==> config.mk <==
export PLATFORM = sky130hd
export DESIGN_NAME = div_n_prog_flat
export DESIGN_NICKNAME = d
export VERILOG_FILES = /design/src/rtl/div_n_prog_if.sv /design/src/rtl/div_n_prog.sv /design/src/flat_wrapper.sv
export SDC_FILE = /design/constraint.sdc
export NUM_CORES = 1
export LEC_CHECK = 0
export ABC_AREA = 1
export CAP_MARGIN = 10
export CORE_AREA = 2 2 60 62
export DETAILED_ROUTE_END_ITERATION = 10
export DIE_AREA = 0 0 62 64
export PLACE_DENSITY = 0.66
export SLEW_MARGIN = 20
export SYNTH_ARGS = -nofsm -noshare
export SYNTH_HDL_FRONTEND = slang
export SYNTH_SLANG_ARGS = --single-unit
==> constraint.sdc <==
create_clock -name clkin -period 2 [get_ports clkin]
set_input_delay 0.2 -clock clkin [delete_from_list [all_inputs] [get_ports clkin]]
set_output_delay 0.2 -clock clkin [all_outputs]
set_load 0.02 [all_outputs]
==> src/rtl/div_n_prog_if.sv <==
// Control/status bundle for the programmable clock divider.
// The master side drives the run request and ratio; the slave side is the divider.
interface div_n_prog_if #(
  parameter int DIV_W = 8
);
  logic             en;
  logic [DIV_W-1:0] div;
  logic             clkout;
  logic             tick;
  logic             ratio_err;

  modport master (
    output en,
    output div,
    input  clkout,
    input  tick,
    input  ratio_err
  );

  modport slave (
    input  en,
    input  div,
    output clkout,
    output tick,
    output ratio_err
  );
endinterface

==> src/rtl/div_n_prog.sv <==
// Runtime-programmable 50%-duty clock divider (N = 2..2^DIV_W-1).
// Ratio and enable changes are taken only at period boundaries, so periods never truncate.
module div_n_prog #(
  parameter int DIV_W = 8
) (
  input  logic         clkin,
  input  logic         rst,
  div_n_prog_if.slave  bus
);

  logic [DIV_W-1:0] cnt_q, cnt_d;
  logic [DIV_W-1:0] div_q, div_d;
  logic             run_q, run_d;
  logic             p_q, p_d;
  logic             tick_q, tick_d;
  logic             err_q, err_d;
  logic             n_q, n_d;

  logic [DIV_W-1:0] cnt_inc;
  logic [DIV_W-1:0] div_last;
  logic             bnd;

  // Period boundary detection
  always_comb begin
    cnt_inc  = cnt_q + DIV_W'(1);
    div_last = div_q - DIV_W'(1);
    bnd      = (!run_q) || (cnt_q == div_last);
  end

  // Next-state for all posedge state
  always_comb begin
    cnt_d  = cnt_q;
    div_d  = div_q;
    run_d  = run_q;
    p_d    = p_q;
    tick_d = tick_q;
    err_d  = err_q;
    if (bnd && bus.en) begin
      cnt_d  = DIV_W'(0);
      run_d  = 1'b1;
      tick_d = 1'b1;
      p_d    = 1'b1;
      if (bus.div >= DIV_W'(2)) begin
        div_d = bus.div;
        err_d = 1'b0;
      end else begin
        div_d = DIV_W'(2);
        err_d = 1'b1;
      end
    end else if (bnd) begin
      run_d  = 1'b0;
      p_d    = 1'b0;
      tick_d = 1'b0;
    end else begin
      cnt_d  = cnt_inc;
      tick_d = 1'b0;
      p_d    = (cnt_inc < (div_q >> 1));
    end
  end

  // Posedge state registers with synchronous reset
  always_ff @(posedge clkin) begin
    if (rst) begin
      cnt_q  <= DIV_W'(0);
      div_q  <= DIV_W'(2);
      run_q  <= 1'b0;
      p_q    <= 1'b0;
      tick_q <= 1'b0;
      err_q  <= 1'b0;
    end else begin
      cnt_q  <= cnt_d;
      div_q  <= div_d;
      run_q  <= run_d;
      p_q    <= p_d;
      tick_q <= tick_d;
      err_q  <= err_d;
    end
  end

  // Half-cycle extension is only needed for odd ratios
  always_comb begin
    if (rst) begin
      n_d = 1'b0;
    end else begin
      n_d = div_q[0] & p_q;
    end
  end

  // Negedge extension flop
  always_ff @(negedge clkin) begin
    n_q <= n_d;
  end

  assign bus.clkout    = p_q | n_q;
  assign bus.tick      = tick_q;
  assign bus.ratio_err = err_q;

endmodule

==> src/flat_wrapper.sv <==
// flat-port wrapper written by rule: the top's interface ports become plain ports
module div_n_prog_flat 
#(
  parameter int DIV_W = 8
)
  (clkin, rst, bus_en, bus_div, bus_clkout, bus_tick, bus_ratio_err);
  div_n_prog_if #(.DIV_W(DIV_W)) bus_i ();
  input  logic clkin;
  input  logic rst;
  input wire logic [$bits(bus_i.en)-1:0] bus_en;
  input wire logic [$bits(bus_i.div)-1:0] bus_div;
  output wire logic [$bits(bus_i.clkout)-1:0] bus_clkout;
  output wire logic [$bits(bus_i.tick)-1:0] bus_tick;
  output wire logic [$bits(bus_i.ratio_err)-1:0] bus_ratio_err;
  assign bus_i.en = bus_en;
  assign bus_i.div = bus_div;
  assign bus_clkout = bus_i.clkout;
  assign bus_tick = bus_i.tick;
  assign bus_ratio_err = bus_i.ratio_err;
  div_n_prog #(.DIV_W(DIV_W)) u_core (.clkin(clkin), .rst(rst), .bus(bus_i));
endmodule
; ---- Word-level counts from Yosys, hierarchy flattened
; Index checks and enable logic that the tools add are counted.
[totals]
register_bits = 21
latch_bits = 0
ramBits = 0
rom_bits = 0
in_bits = 11
output_inout_bits = 3
word_cells = 26
memories = 0
[classes]
addsub = 2
n_mul = 0
div = 0
order_cmp = 2
eq_ne = 1
shifts = 0
mux = 7
bitwise_logic = 2
reduce_logical = 5
[ops]
columns = cell, count
row1 = "adder 8 x 1 -> 8 bit, second input constant", 1
row2 = equality test 8 bit, 1
row3 = "greater-or-equal comparator 8 x 2 -> 1 bit, second input constant", 1
row4 = less-than comparator 8 x 7 -> 1 bit, 1
row5 = two-way mux 8 bit, 1
row6 = "subtractor 8 x 1 -> 8 bit, second input constant", 1
row7 = two-way mux 1 bit, 6
row8 = nonzero test 2 bit, 1
row9 = OR reduction 2 bit, 1
row10 = bitwise AND 1 bit, 1
row11 = logical AND 1 bit, 1
row12 = logical NOT 1 bit, 1
row13 = logical OR 1 bit, 1
row14 = bitwise OR 1 bit, 1

; ---- Logic depth before layout (Yosys ltp)
[logic_depth]
ltp_word = 5
depth_mapped = 17

==> results <==
==> power by group through the flow <==
stage / Sequential [W] / Clock [W] / Combinational, W
after CTS: 0.000462 / 0.000224 / 0.000244
after floorplan: 0.000464 / 0.00000626 / 0.000175
after detailed placement: 0.000471 / 0.00000626 / 0.000239
after global routing: 0.000468 / 0.000241 / 0.000299
after global placement: 0.000471 / 0.00000626 / 0.000237
final: 0.000464 / 0.000214 / 0.000262
==> per-layer routing <==
layer / wire (µm) / vias to the layer above
li1: - / 730
met1: 1580 / 606
met2: 1470 / 28
met3: 92 / 4
met4: 29 / 0
met5: 0 / -
==> through the flow <==
stage	instances	hold WS, ns	utilization	setup TNS [ns]	worst slack, ns
6_report	284	0.476	0.520	-0.213	-0.213
5_1_grt	284	0.489	0.520	-0.239	-0.239
4_1_cts	280	0.476	0.501	-0.220	-0.220
3_5_place_dp	276	0.465	0.491	-0.287	-0.287
3_3_place_gp	276	0.457	0.491	-0.261	-0.261
2_1_floorplan	217	0.262	-	0	0.208
==> state kept, by name, summed over array words and instances, names as in the netlist <==
register,flops
u_core.div_q,8
u_core.bus.tick,1
u_core.cnt_q,8
u_core.run_q,1
u_core.p_q,1
u_core.n_q,1
u_core.bus.ratio_err,1
==> layout make-up <==
| cell class | instances | area (µm²) |
|---|---|---|
| clock buffers | 3 | 22.5 |
| clock inverters | 2 | 8.76 |
| fillers | 330 | 1580 |
| inverters | 30 | 113 |
| multi-input cells | 158 | 860 |
| flip-flops and latches | 21 | 427 |
| well taps | 46 | 57.6 |
| repair buffers | 24 | 219 |
==> worst paths after layout <==
kind,start,endpoint,slack (ns)
worst min register to register,u_core.bus.ratio_err,u_core.bus.ratio_err,0.48
worst max register to register,u_core.div_q[1],u_core.div_q[1],0.19
worst max-delay path,u_core.n_q,bus_clkout,-0.21
worst min-delay path,u_core.bus.ratio_err,u_core.bus.ratio_err,0.48
==> synth_stat cells (2+ instances only) <==
cell,instances,share of area
o21ai_0,3,0.011
clkbuf_1,3,0.0080
nand4_1,9,0.040
nand3_1,29,0.10
xor2_1,7,0.043
dfxtp_1,21,0.30
a21oi_1,2,0.0071
nand3b_1,2,0.011
xnor2_1,4,0.025
nor2_1,21,0.056
nand2_1,60,0.16
inv_1,24,0.064
inv_2,6,0.016
or2_2,2,0.0088
nor2_2,2,0.0088
ha_1,8,0.071
nand2_2,2,0.0088
buf_2,2,0.0071
==> repair_timing <==
action                     CTS  global route
gates resized for setup      7            12
pin swaps                    0             2
gates cloned                 0             1
hold buffers                 0             0
setup endpoints to repair    1            20
setup buffers                0             3
==> cell families after synthesis <==
kind of cell | Yosys count
XOR/XNOR | 11
AO/OA/AOI/OAI | 7
flip-flops | 21
AND/OR/NAND/NOR | 132
buffers and inverters | 38
adder cells (fa/ha/maj) | 8
==> critical path: cells and delay by family (launching register included) <==
kind	cells	cell delay (ns)
flip-flops	1	0.30
AND/OR/NAND/NOR	1	0.22
buffers and inverters	1	0.13
==> cells in the final DEF, fill, tap and decap left out, drive strengths merged <==
cell and instances:
clkinv 1, nand4 9, nand2 63, or2 2, clkinvlp 1, nand3 30
xnor2 4, nor3 1, inv 30, xor2 7, clkdlybuf4s50 12, clkbuf 3
a21oi 3, nor4 1, buf 12, o21ai 4, nand3b 2, dfxtp 21
ha 8, nor2 24
==> flow_summary_export.csv <==
group,metric,value,unit
placement,place_area,1610,µm²
pwr,leakagePower,0.842,nW
cells_and_area,diodes,0,
global_route,grt_usage,0.182,
global_route,grt.met2_usage,0.273,
placement,place.gp.congestion,0.805,
sta,slew_viol_final,0,
global_route,gr-total-overflow,0,
routing,viasPerCell,4.82,
synthesis,synth_seq_cells,21,
min_path,hold_depth,2,
min_path,hold_path_class,"reg -> reg",
worst_setup_path,crit_slowest_cell,"dfxtp_1",
worst_setup_path,cpPeakStageDelay,0.30,ns
cells_and_area,fin_nets,258,
synthesis,yosys-mux-area-fraction,0,
synthesis,synth-seq-area-share,0.297,
cts,clkSinkCount,21,
worst_setup_path,path_max_fanout,1,
synthesis,syn-cell-area,1410,µm²
pwr,powerDensity,551,nW/µm²
global_route,use_met3,0.0304,
synthesis,ys.flop_type,"dfxtp_1",
pwr,p_comb_frac,0.279,
pwr,p_sw_frac,0.327,
synthesis,yosys_warnings,0,
global_route,grt_pass1_wl,5.53,mm
synthesis,synthArstFlopShare,0,
sta,setup_viol,1,
worst_setup_path,startpoint_type,"flip-flop",
pwr,power.total,0.000941,W
run_status,status,"complete, but fails checks",
synthesis,synth_fa_ha_area_frac,0.0708,
synthesis,yosys.area_share.simple,0.426,
routing,antenna_left,0,
worst_setup_path,worstSetupPathType,"reg -> out",
cts,cts-root-buf,"clkbuf_4",
synthesis,synth_top_family_by_area,"simple AND/OR/NAND/NOR gates",
synthesis,synth_xor_area_frac,0.0681,
worst_setup_path,cp-end-kind,"output pin",
pwr,pwr-share-clk,0.228,
cells_and_area,syn_to_final_growth,20.7,%
pwr,pwr-share-seq,0.493,
routing,drc,0,
placement,portBuffers,13,
cts,clock_path_buffers,2,
run,maxCapViolations,0,
sta,layout_setup_ws,-0.213,ns
floorplanning,start_util,0.430,
routing,dr.pass1.iters,4,
routing,drt_wl_total,3.17,mm
run_status,violations,"negative setup slack",
sta,rsz0062_at_grt,"true",
worst_setup_path,path_cells,"or2_4, buf_6",
sta,relSlewSlack,0.728,
sta,clock_skew,0.0515,ns
routing,wire_per_inst,11.2,µm
global_route,busiest_layer,"met2",
synthesis,synth_edf_count,0,
worst_setup_path,worst-endpoint-required,1.80,ns
routing,vias,1368,
placement,hpwlAfterDp,2.37,mm
cts,cts_tree,"done",
cts,numCtsBuffers,3,
synthesis,synth.distinct_cells,28,
floorplanning,die_y,64,µm
sta,worst_pin_slew,0.404,ns
floorplanning,dieWidth,62,µm
global_route,grt_use_met1,0.262,
cts,h-tree-depth,1,
synthesis,synth_cells,217,
floorplanning,io_pins,14,
cts,clk_pin_slew,0.12,ns
floorplanning,die_area,3970,µm²
global_route,grt_max_degree,19,
worst_setup_path,arrival,2.01,ns
floorplanning,core,3280,µm²
global_route,antenna_found_initial,0,
routing,drt_first_iter_violations,58,
synthesis,avgSynthCellArea,6.52,µm²
cts,clk_latency,0.36,ns
cells_and_area,drive_gt1_frac,0.164,
pwr,vdd_drop_max,0.259,mV
synthesis,synth_nets,236,
worst_setup_path,worstRegToRegCells,15,
cells_and_area,design_area,1710,µm²
global_route,grt_pass1_vias,1286,
pwr,internal_power,0.000633,W
pwr,switchingPower,0.000308,W
floorplanning,row_count,21,
synthesis,synth_compound_area_frac,0.0274,
sta,hold_viol_final,0,
(Power assumes the default switching activity.)
